--- src/rtl/id_ex_ctrl_stage.sv ---
// ID/EX control stage: registers the decoded control bundle and register indices into EX, inserts load-use bubbles, applies redirect flushes.
// Latency: one cycle ID->EX when nothing stalls; each load-use hazard costs LOAD_USE_STALL bubble cycles.
// Backpressure: ex_hold freezes the EX register and stalls IF/ID; hazards and WAIT stall IF/ID; a redirect flushes IF/ID.
//
// Ports:
//   clk, reset             rising-edge clock, asynchronous active-high reset
//   id_valid, id_<field>   decoder control bundle and register indices presented by ID
//   ex_redirect, ex_hold   EX-side redirect (taken branch/jump) and "cannot accept" hold
//   ex_valid, ex_<field>   registered bundle in the EX slot (all zero for a bubble)
//   id_stall, id_flush     combinational hold / clear requests for PC and IF/ID
//   bubble_cnt             saturating count of bubbles inserted since reset
module id_ex_ctrl_stage #(
    parameter int REG_AW         = 5,
    parameter int LOAD_USE_STALL = 1,
    parameter int CNT_W          = 16
) (
    input  logic              clk,
    input  logic              reset,
    input  logic              id_valid,
    input  logic [1:0]        id_alu_src,
    input  logic [3:0]        id_alu_op,
    input  logic [1:0]        id_branch_flag,
    input  logic              id_jump_flag,
    input  logic              id_mem_sext,
    input  logic              id_pc_src,
    input  logic [3:0]        id_mem_read,
    input  logic [3:0]        id_mem_write,
    input  logic              id_alu_op2,
    input  logic              id_rb_select,
    input  logic [1:0]        id_mem_to_reg,
    input  logic              id_dbl_jump,
    input  logic              id_reg_write,
    input  logic [REG_AW-1:0] id_rs1,
    input  logic [REG_AW-1:0] id_rs2,
    input  logic              id_rs2_used,
    input  logic [REG_AW-1:0] id_rd,
    input  logic              ex_redirect,
    input  logic              ex_hold,
    output logic              ex_valid,
    output logic [1:0]        ex_alu_src,
    output logic [3:0]        ex_alu_op,
    output logic [1:0]        ex_branch_flag,
    output logic              ex_jump_flag,
    output logic              ex_mem_sext,
    output logic              ex_pc_src,
    output logic [3:0]        ex_mem_read,
    output logic [3:0]        ex_mem_write,
    output logic              ex_alu_op2,
    output logic              ex_rb_select,
    output logic [1:0]        ex_mem_to_reg,
    output logic              ex_dbl_jump,
    output logic              ex_reg_write,
    output logic [REG_AW-1:0] ex_rs1,
    output logic [REG_AW-1:0] ex_rs2,
    output logic              ex_rs2_used,
    output logic [REG_AW-1:0] ex_rd,
    output logic              id_stall,
    output logic              id_flush,
    output logic [CNT_W-1:0]  bubble_cnt
);

    typedef struct packed {
        logic [1:0]        alu_src;
        logic [3:0]        alu_op;
        logic [1:0]        branch_flag;
        logic              jump_flag;
        logic              mem_sext;
        logic              pc_src;
        logic [3:0]        mem_read;
        logic [3:0]        mem_write;
        logic              alu_op2;
        logic              rb_select;
        logic [1:0]        mem_to_reg;
        logic              dbl_jump;
        logic              reg_write;
        logic [REG_AW-1:0] rs1;
        logic [REG_AW-1:0] rs2;
        logic              rs2_used;
        logic [REG_AW-1:0] rd;
    } ctrl_t;

    typedef enum logic [0:0] {
        ST_RUN  = 1'b0,
        ST_WAIT = 1'b1
    } state_t;

    // Bubbles still owed after the first one; the hazard cycle itself is bubble #1.
    localparam logic [2:0]       WAIT_INIT = 3'(LOAD_USE_STALL - 1);
    localparam logic [2:0]       WAIT_ONE  = 3'd1;
    localparam logic [CNT_W-1:0] CNT_ONE   = {{(CNT_W-1){1'b0}}, 1'b1};

    ctrl_t      id_bundle;
    ctrl_t      ex_q;
    state_t     state;
    logic [2:0] wait_cnt;
    logic       hazard;
    logic       wait_stall;

    always_comb begin
        id_bundle             = '0;
        id_bundle.alu_src     = id_alu_src;
        id_bundle.alu_op      = id_alu_op;
        id_bundle.branch_flag = id_branch_flag;
        id_bundle.jump_flag   = id_jump_flag;
        id_bundle.mem_sext    = id_mem_sext;
        id_bundle.pc_src      = id_pc_src;
        id_bundle.mem_read    = id_mem_read;
        id_bundle.mem_write   = id_mem_write;
        id_bundle.alu_op2     = id_alu_op2;
        id_bundle.rb_select   = id_rb_select;
        id_bundle.mem_to_reg  = id_mem_to_reg;
        id_bundle.dbl_jump    = id_dbl_jump;
        id_bundle.reg_write   = id_reg_write;
        id_bundle.rs1         = id_rs1;
        id_bundle.rs2         = id_rs2;
        id_bundle.rs2_used    = id_rs2_used;
        id_bundle.rd          = id_rd;
    end

    // A load sitting in EX whose destination is read by the instruction in ID.
    assign hazard = id_valid & ex_valid & ex_q.reg_write & (ex_q.mem_read != 4'd0)
                  & (ex_q.rd != '0)
                  & ((ex_q.rd == id_rs1) | (id_rs2_used & (ex_q.rd == id_rs2)));

    // Load-use bubbles (first or continuing) are only honoured when no redirect is flushing ID.
    assign wait_stall = ~ex_redirect & ((state == ST_WAIT) | ((state == ST_RUN) & hazard));

    // Gated by reset so the front end sees no stall/flush request while the stage is held in reset.
    assign id_stall = ~reset & (ex_hold | wait_stall);
    assign id_flush = ~reset & ~ex_hold & ex_redirect;

    always_ff @(posedge clk or posedge reset) begin
        if (reset) begin
            ex_q       <= '0;
            ex_valid   <= 1'b0;
            state      <= ST_RUN;
            wait_cnt   <= 3'd0;
            bubble_cnt <= '0;
        end else if (!ex_hold) begin
            if (ex_redirect) begin
                ex_q     <= '0;
                ex_valid <= 1'b0;
                state    <= ST_RUN;
                wait_cnt <= 3'd0;
                if (bubble_cnt != '1) bubble_cnt <= bubble_cnt + CNT_ONE;
            end else if (state == ST_WAIT) begin
                ex_q     <= '0;
                ex_valid <= 1'b0;
                wait_cnt <= wait_cnt - WAIT_ONE;
                if (wait_cnt == WAIT_ONE) state <= ST_RUN;
                if (bubble_cnt != '1) bubble_cnt <= bubble_cnt + CNT_ONE;
            end else if (hazard) begin
                ex_q     <= '0;
                ex_valid <= 1'b0;
                if (LOAD_USE_STALL > 1) begin
                    wait_cnt <= WAIT_INIT;
                    state    <= ST_WAIT;
                end
                if (bubble_cnt != '1) bubble_cnt <= bubble_cnt + CNT_ONE;
            end else begin
                // An empty ID slot flows into EX as a bubble but is not a stall-inserted one.
                ex_valid <= id_valid;
                ex_q     <= id_valid ? id_bundle : '0;
            end
        end
    end

    assign ex_alu_src     = ex_q.alu_src;
    assign ex_alu_op      = ex_q.alu_op;
    assign ex_branch_flag = ex_q.branch_flag;
    assign ex_jump_flag   = ex_q.jump_flag;
    assign ex_mem_sext    = ex_q.mem_sext;
    assign ex_pc_src      = ex_q.pc_src;
    assign ex_mem_read    = ex_q.mem_read;
    assign ex_mem_write   = ex_q.mem_write;
    assign ex_alu_op2     = ex_q.alu_op2;
    assign ex_rb_select   = ex_q.rb_select;
    assign ex_mem_to_reg  = ex_q.mem_to_reg;
    assign ex_dbl_jump    = ex_q.dbl_jump;
    assign ex_reg_write   = ex_q.reg_write;
    assign ex_rs1         = ex_q.rs1;
    assign ex_rs2         = ex_q.rs2;
    assign ex_rs2_used    = ex_q.rs2_used;
    assign ex_rd          = ex_q.rd;

endmodule
--- config.mk ---
export PLATFORM = sky130hd
export DESIGN_NAME = id_ex_ctrl_stage
export DESIGN_NICKNAME = d
export VERILOG_FILES = /design/src/rtl/id_ex_ctrl_stage.sv
export SDC_FILE = /design/constraint.sdc
export NUM_CORES = 1
export LEC_CHECK = 0
export BUFFER_PORTS_ARGS = -buffer_cell sky130_fd_sc_hd__buf_4
export CELL_PAD_IN_SITES_DETAIL_PLACEMENT = 0
export CELL_PAD_IN_SITES_GLOBAL_PLACEMENT = 2
export CORE_MARGIN = 1.5
export CORE_UTILIZATION = 28
export CTS_BUF_LIST = sky130_fd_sc_hd__clkbuf_4
export CTS_CLUSTER_DIAMETER = 100
export DETAILED_ROUTE_END_ITERATION = 10
export GPL_TIMING_DRIVEN = 0
export PLACE_DENSITY_LB_ADDON = 0.1
export SLEW_MARGIN = 20
export SYNTH_ARGS = -nofsm -noshare
export SYNTH_HDL_FRONTEND = slang
export SYNTH_SLANG_ARGS = --single-unit
--- constraint.sdc ---
create_clock -name clk -period 2.6 [get_ports clk]
set_input_delay 0.52 -clock clk [delete_from_list [all_inputs] [get_ports clk]]
set_output_delay 0.52 -clock clk [all_outputs]
set_load 0.02 [all_outputs]
==> metrics.md, run 1 <==
| Metric | Value |
|---|---|
| Start point of the critical path | `ex_rd[1]$_DFFE_PP0N_` |
| Stage delay of the slowest cell on the critical path | `0.56 ns` |
| Via-per-instance ratio | `4.596` |
| Outcome | `finished, final reports clean` |
| Stages on the worst setup path | `6` |
| Largest vdd supply drop | `0.2624 mV` |
| Routing usage on met3 | `0.04646` |
| Tmin final | `2.587 ns` |
| DR DRC count | `0` |
| Starting density of the core | `0.2886` |
| Clock transition at the register clock pins on the worst setup and hold paths after CTS | `0.11 ns` |
| Final setup skew | `0.01477 ns` |
| Sequential element share of the synthesized area | `0.5819` |
| Post-Syn Area per Cell | `12.29 um2` |
| Mux cell area share after synthesis | `0.004223` |
| Register-to-register setup slack | `0.28 ns` |
| Post-synthesis adder-cell area fraction | `0.01408` |
| Endpoint required time on the critical path | `2.08 ns` |
| Standard cell with the maximum stage delay on the critical path | `sky130_fd_sc_hd__or4_4` |
| # Max-Cap Violations | `0` |
| DIE HEIGHT | `100.6 um` |
| Share of layout cells above drive strength 1 | `0.4191` |
| Count of antenna-violating nets left after detailed routing | `0` |
| Largest family of logic cells by synthesized area | `compound AO/OA/AOI/OAI gates` |
| Reg-to-reg endpoint | `bubble_cnt[1]$_DFFE_PP0P_` |
| Kind of start point of the critical path | `flip-flop` |
| Synthesized-area fraction occupied by ao, oa, aoi and oai cells | `0.1680` |
| Grt peak-use layer | `met2` |
| Routed via count | `2,183` |
| Core region area | `9240 um2` |
| Total Die Area | `10,120 um2` |
| Initial DRT Pass Iterations | `4` |
| Footprint of the multi-input gates | `1047 um2` |
| Final #Nets | `390` |
| Clock latency of the later-clocked register in the worst-skew pair | `0.39 ns` |
| Total wire length after detailed routing | `7.190 mm` |
| Count of pins on the block boundary | `106` |
| Area of all placed cells without fillers | `3894 um2` |
| Commonest non-fill, non-tap cells in the layout | `sky130_fd_sc_hd__buf_4 (111), sky130_fd_sc_hd__dfrtp_1 (57), sky130_fd_sc_hd__a22o_1 (41)` |
| Final-layout fill cell count | `922` |
| Synth Cell Area | `2666 um2` |
| Hold Crit Class | `in2async` |
| Post-detailed-placement cell area | `3660 um2` |
| Post-Synth Simple-Gate Area | `0.1154` |
| Critical path's top delay family | `simple AND/OR/NAND/NOR gates` |
| Buffer and inverter count on the worst path | `1` |
| Number of hold violations in the final report | `0` |
| Chain of cells forming the critical path | `or4_4, o21ai_4, nor2_2, nor3_2, nor3_2, buf_4` |
| Number of failing setup endpoints in the final timing report | `0` |
| Global-route wire length before repair | `11.65 mm` |
| EDFF count, synth | `0` |
| Post-synthesis xor/xnor area fraction | `0.08212` |
| Iter 0 DRT Violations | `48` |
| H-tree depth reported by CTS | `3` |
| Most instantiated flip-flop cell in the synthesis netlist | `sky130_fd_sc_hd__dfrtp_1` |
| Leakage power | `1.909 nW` |
| Average wire per cell in the routed design | `15.14 um` |
| Maximum number of pins on one net before global-route repair | `25` |
| Library cell used as clock root buffer | `sky130_fd_sc_hd__clkbuf_4` |
| CTS tree | `built` |
| Number of antenna violations at the first check in global routing | `0` |
| Beginning of the worst register-to-register path | `bubble_cnt[0]$_DFFE_PP0P_` |
| Routability congestion estimate from global placement | `0.6981` |
| Number of global-route vias before repair | `2,264` |
| Number of CTS-inserted buffers | `9` |
| Endpoint type of the worst setup path | `output port` |
| M1 GR Usage | `0.1928` |
| Normalized max-slew margin | `0.5581` |
| Setup repair after global routing missed its margin | `true` |
| Post-Syn Nets | `266` |
| Placement row count | `35` |
| N_diodes | `0` |
| Signal arrival time at the worst endpoint | `2.07 ns` |
| Critical Path End | `id_stall` |
| Transition time of the tightest slew-check pin | `0.6628 ns` |
| Crit-path max FO | `4` |
| HPWL Detailed | `5.288 mm` |
| Top reg by flops | `bubble_cnt` |
| Most common cell after layout, fill and taps aside | `sky130_fd_sc_hd__buf_4` |
| Fin crit share | `0.9949` |
| Number of flip-flops under the largest register name | `16` |
| GR Util met2 | `0.2354` |
| Number of instances in the synthesized netlist | `217` |
| Area growth from synthesis to layout | `46.03%` |
| Width of the chip | `100.6 um` |
| Clock Tree Buf Depth | `2` |
| Synth cell types | `30` |
| Number of buffers inserted by port buffering | `104` |
| CTS hold repair buffers | `0` |
| Total power per unit cell area | `614.9 nW/um2` |
| CTS Sinks | `62` |
| GRT Residual Overflow | `0` |
| Kind of critical path | `reg2out` |
| Final number of max-transition violations | `0` |
| Count of warnings emitted by yosys | `0` |
| Async S/R FF share, synth | `1.000` |
| Placement Setup Slack | `0.07212 ns` |
| Post-route setup slack | `0.01327 ns` |
| Register-to-Register Path Depth | `6` |
| Number of register bits inferred by synthesis | `62` |
| Post-route core utilization | `0.4214` |
| Crit path top cell by count | `sky130_fd_sc_hd__nor3_2` |
| FF/Latch Area | `1558 um2` |
| Global routing usage summed across all routing layers | `0.1510` |
| Highest attainable clock frequency | `386.6 MHz` |
==> cell type report <==
cell class              instances  share of cell area
clock inverters                 6             0.01960
repair buffers                113              0.2262
plain buffers                  12             0.01960
multi-input cells             139              0.2690
clock buffers                  10             0.01928
flip-flops and latches         62              0.4001
inverters                       4            0.004820
well taps                     129             0.04145
==> what timing repair did <==
action | in CTS | in global routing
endpoints found under the hold margin | 0 | 0
pin swaps | 2 | 5
buffers inserted | 4 | 3
gates resized for setup | 6 | 4
endpoints found under the setup margin | 1 | 1
==> synth_stat cells, types with 5 or more instances <==
library cell	number	area, um2
sky130_fd_sc_hd__nand2_1	8	30.03
sky130_fd_sc_hd__nand3_1	10	50.05
sky130_fd_sc_hd__o21ai_0	5	25.02
sky130_fd_sc_hd__nor2_1	9	33.78
sky130_fd_sc_hd__nand4_1	7	43.79
sky130_fd_sc_hd__xor2_1	9	78.83
sky130_fd_sc_hd__dfrtp_1	62	1551
sky130_fd_sc_hd__clkbuf_1	7	26.28
sky130_fd_sc_hd__xnor2_1	16	140.1
sky130_fd_sc_hd__nor3_1	5	25.02
sky130_fd_sc_hd__a22o_1	41	359.1
==> cells by family (layout without fill, tap and decap cells) <==
| group | count (synthesis) | count (layout) |
|---|---|---|
| AOI/OAI and AO/OA | 55 | 55 |
| DFF | 62 | 62 |
| muxes | 1 | 1 |
| and+or+nand+nor | 55 | 55 |
| buffers and inverters | 16 | 145 |
| xor gates and xnor gates | 25 | 25 |
| adders and majority gates | 3 | 3 |
==> worst min-delay path by stage <==
stage          depth (start not counted)                   endpoint                       from  slack [ns]
3_3_place_gp                           1  bubble_cnt[6]$_DFFE_PP0P_  bubble_cnt[6]$_DFFE_PP0P_        0.49
3_5_place_dp                           1  bubble_cnt[6]$_DFFE_PP0P_  bubble_cnt[6]$_DFFE_PP0P_        0.49
2_1_floorplan                          2    wait_cnt[1]$_DFFE_PP0P_    wait_cnt[1]$_DFFE_PP0P_        0.47
4_1_cts                                2  bubble_cnt[8]$_DFFE_PP0P_                      reset        0.15
5_1_grt                                2  bubble_cnt[2]$_DFFE_PP0P_                      reset        0.17
6_report                               2    ex_dbl_jump$_DFFE_PP0N_                      reset        0.16
==> metrics by stage <==
stage / std cells / total power, mW / TNS [ns] / hold WS [ns]
3_5_place_dp: 452 / 1.670 / 0 / 0.4871
4_1_cts: 472 / 2.427 / -0.03436 / 0.1468
3_3_place_gp: 450 / 1.657 / -0.4419 / 0.4919
5_1_grt: 475 / 2.528 / -0.08817 / 0.1667
6_report: 475 / 2.394 / 0 / 0.1640
2_1_floorplan: 217 / 1.410 / 0 / 0.4743
==> routing by layer <==
layer / part of all wire / vias up
li1: - / 1050
met1: 0.45 / 1050
met2: 0.47 / 73
met3: 0.064 / 10
met4: 0.013 / 0
met5: 0 / -
==> report_power, final <==
group	total (mW)	switching, mW	internal (mW)
sequential	1.13	0.0827	1.05
clock	0.739	0.348	0.391
combinational	0.525	0.267	0.259
total	2.39	0.697	1.70
No activity file was read; power rests on OpenSTA's default activity.
==> run 2: changes to the inputs <==
--- a/config.mk
+++ b/config.mk
@@ -9,12 +9,12 @@
 export CELL_PAD_IN_SITES_DETAIL_PLACEMENT = 0
 export CELL_PAD_IN_SITES_GLOBAL_PLACEMENT = 2
 export CORE_MARGIN = 1.5
-export CORE_UTILIZATION = 28
+export CORE_UTILIZATION = 31
 export CTS_BUF_LIST = sky130_fd_sc_hd__clkbuf_4
 export CTS_CLUSTER_DIAMETER = 100
 export DETAILED_ROUTE_END_ITERATION = 10
 export GPL_TIMING_DRIVEN = 0
-export PLACE_DENSITY_LB_ADDON = 0.1
+export PLACE_DENSITY_LB_ADDON = 0.3
 export SLEW_MARGIN = 20
 export SYNTH_ARGS = -nofsm -noshare
 export SYNTH_HDL_FRONTEND = slang
==> constraint.sdc (replaced) <==
create_clock -name clk -period 2.96 [get_ports clk]
set_input_delay 0.592 -clock clk [delete_from_list [all_inputs] [get_ports clk]]
set_output_delay 0.592 -clock clk [all_outputs]
set_load 0.02 [all_outputs]
==> run 2 against run 1 <==
Clock-buffer cell count up 1; clock power down 38%; sequential power down 12%; critical path type unchanged.
==> metrics.md, run 2 (synthesis results as in run 1) <==
| Metric | Value |
|---|---|
| Area of all placed cells without fillers | `3697 um2 (-5.0%)` |
| Setup repair after global routing missed its margin | `false` |
| CTS Sinks | `62 (unchanged)` |
| Final number of max-transition violations | `0 (unchanged)` |
| Signal arrival time at the worst endpoint | `2.15 ns (+0.08 ns)` |
| Crit-path max FO | `5 (+1)` |
| Total Die Area | `9166 um2 (-9.4%)` |
| Initial DRT Pass Iterations | `4 (unchanged)` |
| Final-layout fill cell count | `825 (-11%)` |
| Leakage power | `1.847 nW (-3.2%)` |
| Final cell count without fillers | `441 (-7.2%)` |
| Final total negative setup slack | `0 ns (unchanged)` |
| Count of pins on the block boundary | `106 (unchanged)` |
| Overall power | `1.888 mW (-21%)` |
| Top reg by flops | `bubble_cnt` |
| Library cell used as clock root buffer | `sky130_fd_sc_hd__clkbuf_4` |
| Share of layout cells above drive strength 1 | `0.3810 (-0.03812)` |
| Core region area | `8258 um2 (-11%)` |
| HPWL Detailed | `5.000 mm (-5.4%)` |
| Number of failing setup endpoints in the final timing report | `0 (unchanged)` |
| CTS hold repair buffers | `0 (unchanged)` |
| Endpoint type of the worst setup path | `output port` |
| Number of post-CTS setup repair buffers | `0 (-4)` |
| Number of flip-flops under the largest register name | `16 (unchanged)` |
| Kind of start point of the critical path | `flip-flop` |
| Final worst hold slack | `0.1963 ns (+0.03225 ns)` |
| Total wire length after detailed routing | `6.773 mm (-5.8%)` |
| GRT Residual Overflow | `0 (unchanged)` |
| Width of the chip | `95.74 um (-4.8%)` |
| Transition time of the tightest slew-check pin | `0.5894 ns (-0.07348 ns)` |
| # Max-Cap Violations | `0 (unchanged)` |
| Starting density of the core | `0.3229 (+0.03432)` |
| Count of antenna-violating nets left after detailed routing | `0 (unchanged)` |
| DR DRC count | `0 (unchanged)` |
| DIE HEIGHT | `95.74 um (-4.8%)` |
| Via-per-instance ratio | `4.898 (+6.6%)` |
| Maximum number of pins on one net before global-route repair | `33 (+32%)` |
| CTS tree | `built` |
| Final setup skew | `0.01072 ns (-0.004052 ns)` |
| Commonest non-fill, non-tap cells in the layout | `sky130_fd_sc_hd__buf_4 (104), sky130_fd_sc_hd__dfrtp_1 (62), sky130_fd_sc_hd__a22o_1 (41)` |
| Most common cell after layout, fill and taps aside | `sky130_fd_sc_hd__buf_4` |
| Number of buffers inserted by port buffering | `104 (unchanged)` |
| Outcome | `finished, final reports clean` |
| Total power per unit cell area | `510.5 nW/um2 (-17%)` |
| Cells resized by post-CTS repair | `0 (-6)` |
| Final #Nets | `382 (-2.1%)` |
| Hold Crit Class | `in2async` |
| Clock transition at the register clock pins on the worst setup and hold paths after CTS | `0.10 ns (about the same)` |
| Global routing usage summed across all routing layers | `0.1587 (+0.007669)` |
| Number of antenna violations at the first check in global routing | `0 (unchanged)` |
| Area growth from synthesis to layout | `38.67%` |
| Clock latency of the later-clocked register in the worst-skew pair | `0.39 ns (about the same)` |
| Largest vdd supply drop | `0.1692 mV (-36%)` |
| Iter 0 DRT Violations | `31 (-35%)` |
| N_diodes | `0 (unchanged)` |
| Routed via count | `2,160 (-1.1%)` |
| Number of CTS-inserted buffers | `9 (unchanged)` |
| Global-route wire length before repair | `10.71 mm (-8.1%)` |
| Fin crit share | `0.9252` |
| Number of global-route vias before repair | `2,143 (-5.3%)` |
| Placement Setup Slack | `0.3776 ns (+0.3055 ns)` |
| Post-detailed-placement cell area | `3601 um2 (-1.6%)` |
| Clock Tree Buf Depth | `2 (unchanged)` |
| Highest attainable clock frequency | `365.1 MHz` |
| Endpoint required time on the critical path | `2.37 ns (+0.29 ns)` |
| Post-route setup slack | `0.2213 ns (+0.2080 ns)` |
| Number of hold violations in the final report | `0 (unchanged)` |
| Kind of critical path | `reg2out` |
| H-tree depth reported by CTS | `3 (unchanged)` |
| Normalized max-slew margin | `0.6071 (+0.04899)` |
| Tmin final | `2.739 ns` |
| Routability congestion estimate from global placement | `0.7213 (+3.3%)` |
| Post-Place Cells | `427 (-5.5%)` |
| Placement row count | `33 (-5.7%)` |
| Post-route core utilization | `0.4477 (+0.02633)` |
| Average wire per cell in the routed design | `15.36 um (+1.5%)` |
run 2: report_power, final:
| group | total [mW] | leakage, nW | switching (mW) | internal, mW |
|---|---|---|---|---|
| clock | 0.455 | 0.0600 | 0.278 | 0.178 |
| combinational | 0.438 | 0.953 | 0.223 | 0.215 |
| sequential | 0.994 | 0.834 | 0.0746 | 0.920 |
run 2: path summary, 6_finish.rpt:
| check | from | to | slack [ns] | depth (start not counted) |
|---|---|---|---|---|
| max in group asynchronous | reset | ex_branch_flag[0]$_DFFE_PP0N_ | 2.26 | 3 |
| setup / recovery | ex_rd[0]$_DFFE_PP0N_ | id_stall | 0.22 | 7 |
| hold / removal | reset | ex_rs1[0]$_DFFE_PP0N_ | 0.20 | 2 |
| hold reg to reg | bubble_cnt[15]$_DFFE_PP0P_ | bubble_cnt[15]$_DFFE_PP0P_ | 0.50 | 1 |
| min in group clk | id_branch_flag[1] | ex_branch_flag[1]$_DFFE_PP0N_ | 0.41 | 2 |
| setup reg to reg | ex_rd[0]$_DFFE_PP0N_ | bubble_cnt[7]$_DFFE_PP0P_ | 0.68 | 7 |
run 2: metal layers:
metal / wire, um / share of wire / track usage
met5: 0 / 0 / 0
met4: 87 / 0.013 / 0.06618
met3: 679 / 0.10 / 0.07346
met2: 2828 / 0.42 / 0.2183
met1: 3178 / 0.47 / 0.2130
run 2: critical path, cell delays in order, from the launching register on:
cell,delay (ns)
sky130_fd_sc_hd__dfrtp_1,0.47
sky130_fd_sc_hd__xor2_1,0.19
sky130_fd_sc_hd__nor4_1,0.33
sky130_fd_sc_hd__a32oi_1,0.19
sky130_fd_sc_hd__nor2_1,0.14
sky130_fd_sc_hd__nor3_1,0.07
sky130_fd_sc_hd__nor3_1,0.19
sky130_fd_sc_hd__buf_4,0.17
run 2: area by class of cell:
cell class	instances	area, um2	area share
sequential	62	1551	0.4196
multi-input combinational	139	1023	0.2768
timing repair buffer	105	800.8	0.2166
tap	105	131.4	0.03553
clock buffer	11	82.58	0.02234
buffer	12	76.32	0.02064
inverter	4	17.52	0.004738
clock inverter	3	13.76	0.003723
==> run 3: changes to the inputs <==
--- a/config.mk
+++ b/config.mk
@@ -14,6 +14,7 @@
 export CTS_CLUSTER_DIAMETER = 100
 export DETAILED_ROUTE_END_ITERATION = 10
 export GPL_TIMING_DRIVEN = 0
+export MAX_ROUTING_LAYER = met4
 export PLACE_DENSITY_LB_ADDON = 0.3
 export SLEW_MARGIN = 20
 export SYNTH_ARGS = -nofsm -noshare
==> run 3 against run 2 <==
Sequential power barely moved; die area did not move; clock power is 1% higher; largest cell class unchanged; critical path depth did not move; flip-flop and latch count unchanged; utilization is the same; final cell count did not move; hold slack lost 0.0066 ns; maximum frequency shrank 0.29%; clock skew down 0.0016 ns; non-clock buffer count is the same; register-to-register slack is essentially flat.
==> metrics.md, run 3 (synthesis results as in run 1) <==
| Metric | Value |
|---|---|
| CTS tree | `built` |
| Final setup skew | `0.009147 ns (-0.001572 ns)` |
| DR DRC count | `0 (unchanged)` |
| Number of antenna violations at the first check in global routing | `0 (unchanged)` |
| Average wire per cell in the routed design | `15.44 um (+0.53%)` |
| FF/Latch Area | `1551 um2 (unchanged)` |
| Total Die Area | `9166 um2 (unchanged)` |
| Number of hold violations in the final report | `0 (unchanged)` |
| Final #Nets | `382 (unchanged)` |
| Endpoint required time on the critical path | `2.37 ns (about the same)` |
| Crit-path max FO | `5 (unchanged)` |
| Endpoint type of the worst setup path | `output port` |
| CTS Sinks | `62 (unchanged)` |
| Global routing usage summed across all routing layers | `0.1629 (+0.004265)` |
| Cells resized by post-CTS repair | `0 (unchanged)` |
| Tmin final | `2.747 ns (+0.008077 ns)` |
| Kind of critical path | `reg2out` |
| Global-route wire length before repair | `10.71 mm (unchanged)` |
| Number of buffers inserted by port buffering | `104 (unchanged)` |
| Top reg by flops | `bubble_cnt` |
| N_diodes | `0 (unchanged)` |
| Total power per unit cell area | `512.1 nW/um2 (+0.31%)` |
| Number of global-route vias before repair | `2,145 (+0.093%)` |
| Number of flip-flops under the largest register name | `16 (unchanged)` |
| Number of post-CTS setup repair buffers | `0 (unchanged)` |
| Routed via count | `2,182 (+1.0%)` |
| Transition time of the tightest slew-check pin | `0.5662 ns (-0.02313 ns)` |
| Clock latency of the later-clocked register in the worst-skew pair | `0.40 ns (about the same)` |
| Hold Crit Class | `in2async` |
| Number of failing setup endpoints in the final timing report | `0 (unchanged)` |
| Width of the chip | `95.74 um (unchanged)` |
| Setup repair after global routing missed its margin | `false` |
| Area growth from synthesis to layout | `38.67% (unchanged)` |
| Initial DRT Pass Iterations | `4 (unchanged)` |
| HPWL Detailed | `5.000 mm (unchanged)` |
| H-tree depth reported by CTS | `3 (unchanged)` |
| Number of CTS-inserted buffers | `9 (unchanged)` |
| Signal arrival time at the worst endpoint | `2.15 ns (about the same)` |
| Largest vdd supply drop | `0.1707 mV (+0.90%)` |
| Register-to-Register Path Depth | `7 (unchanged)` |
| Outcome | `finished, final reports clean` |
| Share of layout cells above drive strength 1 | `0.3810 (unchanged)` |
| Final number of max-transition violations | `0 (unchanged)` |
| Routability congestion estimate from global placement | `0.7298 (+1.2%)` |
| Clock transition at the register clock pins on the worst setup and hold paths after CTS | `0.10 ns (about the same)` |
| Final total negative setup slack | `0 ns (unchanged)` |
| Total wire length after detailed routing | `6.809 mm (+0.53%)` |
| GRT Residual Overflow | `0 (unchanged)` |
| Count of pins on the block boundary | `106 (unchanged)` |
| Iter 0 DRT Violations | `34 (+9.7%)` |
| Fin crit share | `0.9280 (+0.002729)` |
| Count of antenna-violating nets left after detailed routing | `0 (unchanged)` |
| Maximum number of pins on one net before global-route repair | `33 (unchanged)` |
| CTS hold repair buffers | `0 (unchanged)` |
| Starting density of the core | `0.3229 (unchanged)` |
| Commonest non-fill, non-tap cells in the layout | `sky130_fd_sc_hd__buf_4 (104), sky130_fd_sc_hd__dfrtp_1 (62), sky130_fd_sc_hd__a22o_1 (41)` |
| Highest attainable clock frequency | `364.1 MHz (-0.29%)` |
| Post-route core utilization | `0.4477 (unchanged)` |
| Final-layout fill cell count | `825 (unchanged)` |
| Via-per-instance ratio | `4.948 (+1.0%)` |
| Kind of start point of the critical path | `flip-flop` |
| Clock Tree Buf Depth | `2 (unchanged)` |
| Placement row count | `33 (unchanged)` |
| Leakage power | `1.847 nW (unchanged)` |
| # Max-Cap Violations | `0 (unchanged)` |
| DIE HEIGHT | `95.74 um (unchanged)` |
| Core region area | `8258 um2 (unchanged)` |
| Normalized max-slew margin | `0.6225 (+0.01542)` |
| Most common cell after layout, fill and taps aside | `sky130_fd_sc_hd__buf_4` |
| Footprint of the multi-input gates | `1023 um2 (unchanged)` |
| Library cell used as clock root buffer | `sky130_fd_sc_hd__clkbuf_4` |
-- run 3: cell counts in the layout (fill, tap and decap cells not counted) --
Identical to the previous run, type by type.
-- run 3: where the power goes --
part	leakage [nW]	switching [mW]	total, mW	internal (mW)
Combinational	0.953	0.224	0.439	0.215
Clock	0.0600	0.283	0.460	0.177
Sequential	0.834	0.0747	0.994	0.920
Total	1.85	0.581	1.89	1.31
-- run 3: worst max-delay path, stage by stage, from the launching register on --
cell                      delay (ns)
sky130_fd_sc_hd__dfrtp_1        0.47
sky130_fd_sc_hd__xor2_1         0.19
sky130_fd_sc_hd__nor4_1         0.33
sky130_fd_sc_hd__a32oi_1        0.19
sky130_fd_sc_hd__nor2_1         0.14
sky130_fd_sc_hd__nor3_1         0.07
sky130_fd_sc_hd__nor3_1         0.19
sky130_fd_sc_hd__buf_4          0.17
-- run 3: path summary, 6_finish.rpt --
check                           slack [ns]                        from                     endpoint
worst max-delay path                  0.21        ex_rd[0]$_DFFE_PP0N_                     id_stall
worst min-delay path                  0.19                       reset        ex_rs1[0]$_DFFE_PP0N_
worst max register to register        0.69        ex_rd[0]$_DFFE_PP0N_    bubble_cnt[7]$_DFFE_PP0P_
worst min register to register        0.50  bubble_cnt[15]$_DFFE_PP0P_   bubble_cnt[15]$_DFFE_PP0P_
max in group asynchronous             2.27                       reset    bubble_cnt[9]$_DFFE_PP0P_
min in group clk                      0.40             id_mem_write[2]  ex_mem_write[2]$_DFFE_PP0N_
-- run 3: metal layers --
metal,share of wire,track usage,wire (um)
met1,0.49,0.2201,3334
met2,0.42,0.2189,2835
met3,0.080,0.06003,547
met4,0.013,0.06618,91
met5,0,-,0
-- run 3: area by class of cell --
| type | count | share of cell area |
|---|---|---|
| Tap cell | 105 | 0.03553 |
| Multi-Input combinational cell | 139 | 0.2768 |
| Clock inverter | 3 | 0.003723 |
| Buffer | 12 | 0.02064 |
| Inverter | 4 | 0.004738 |
| Clock buffer | 11 | 0.02234 |
| Timing Repair Buffer | 105 | 0.2166 |
| Sequential cell | 62 | 0.4196 |
-- run 3: per-stage QoR --
step | cells | hold WS (ns) | worst slack [ns] | total power, mW | cell area [um2]
final | 441 | 0.1896 | 0.2132 | 1.893 | 3697
after global routing | 441 | 0.1917 | 0.03181 | 2.012 | 3697
after CTS | 441 | 0.1827 | 0.1495 | 1.926 | 3697
after detailed placement | 427 | 0.4983 | 0.3776 | 1.457 | 3601
after global placement | 426 | 0.4811 | -0.6514 | 1.449 | 3578
after floorplan | 217 | 0.4743 | 0.08510 | 1.238 | 2666
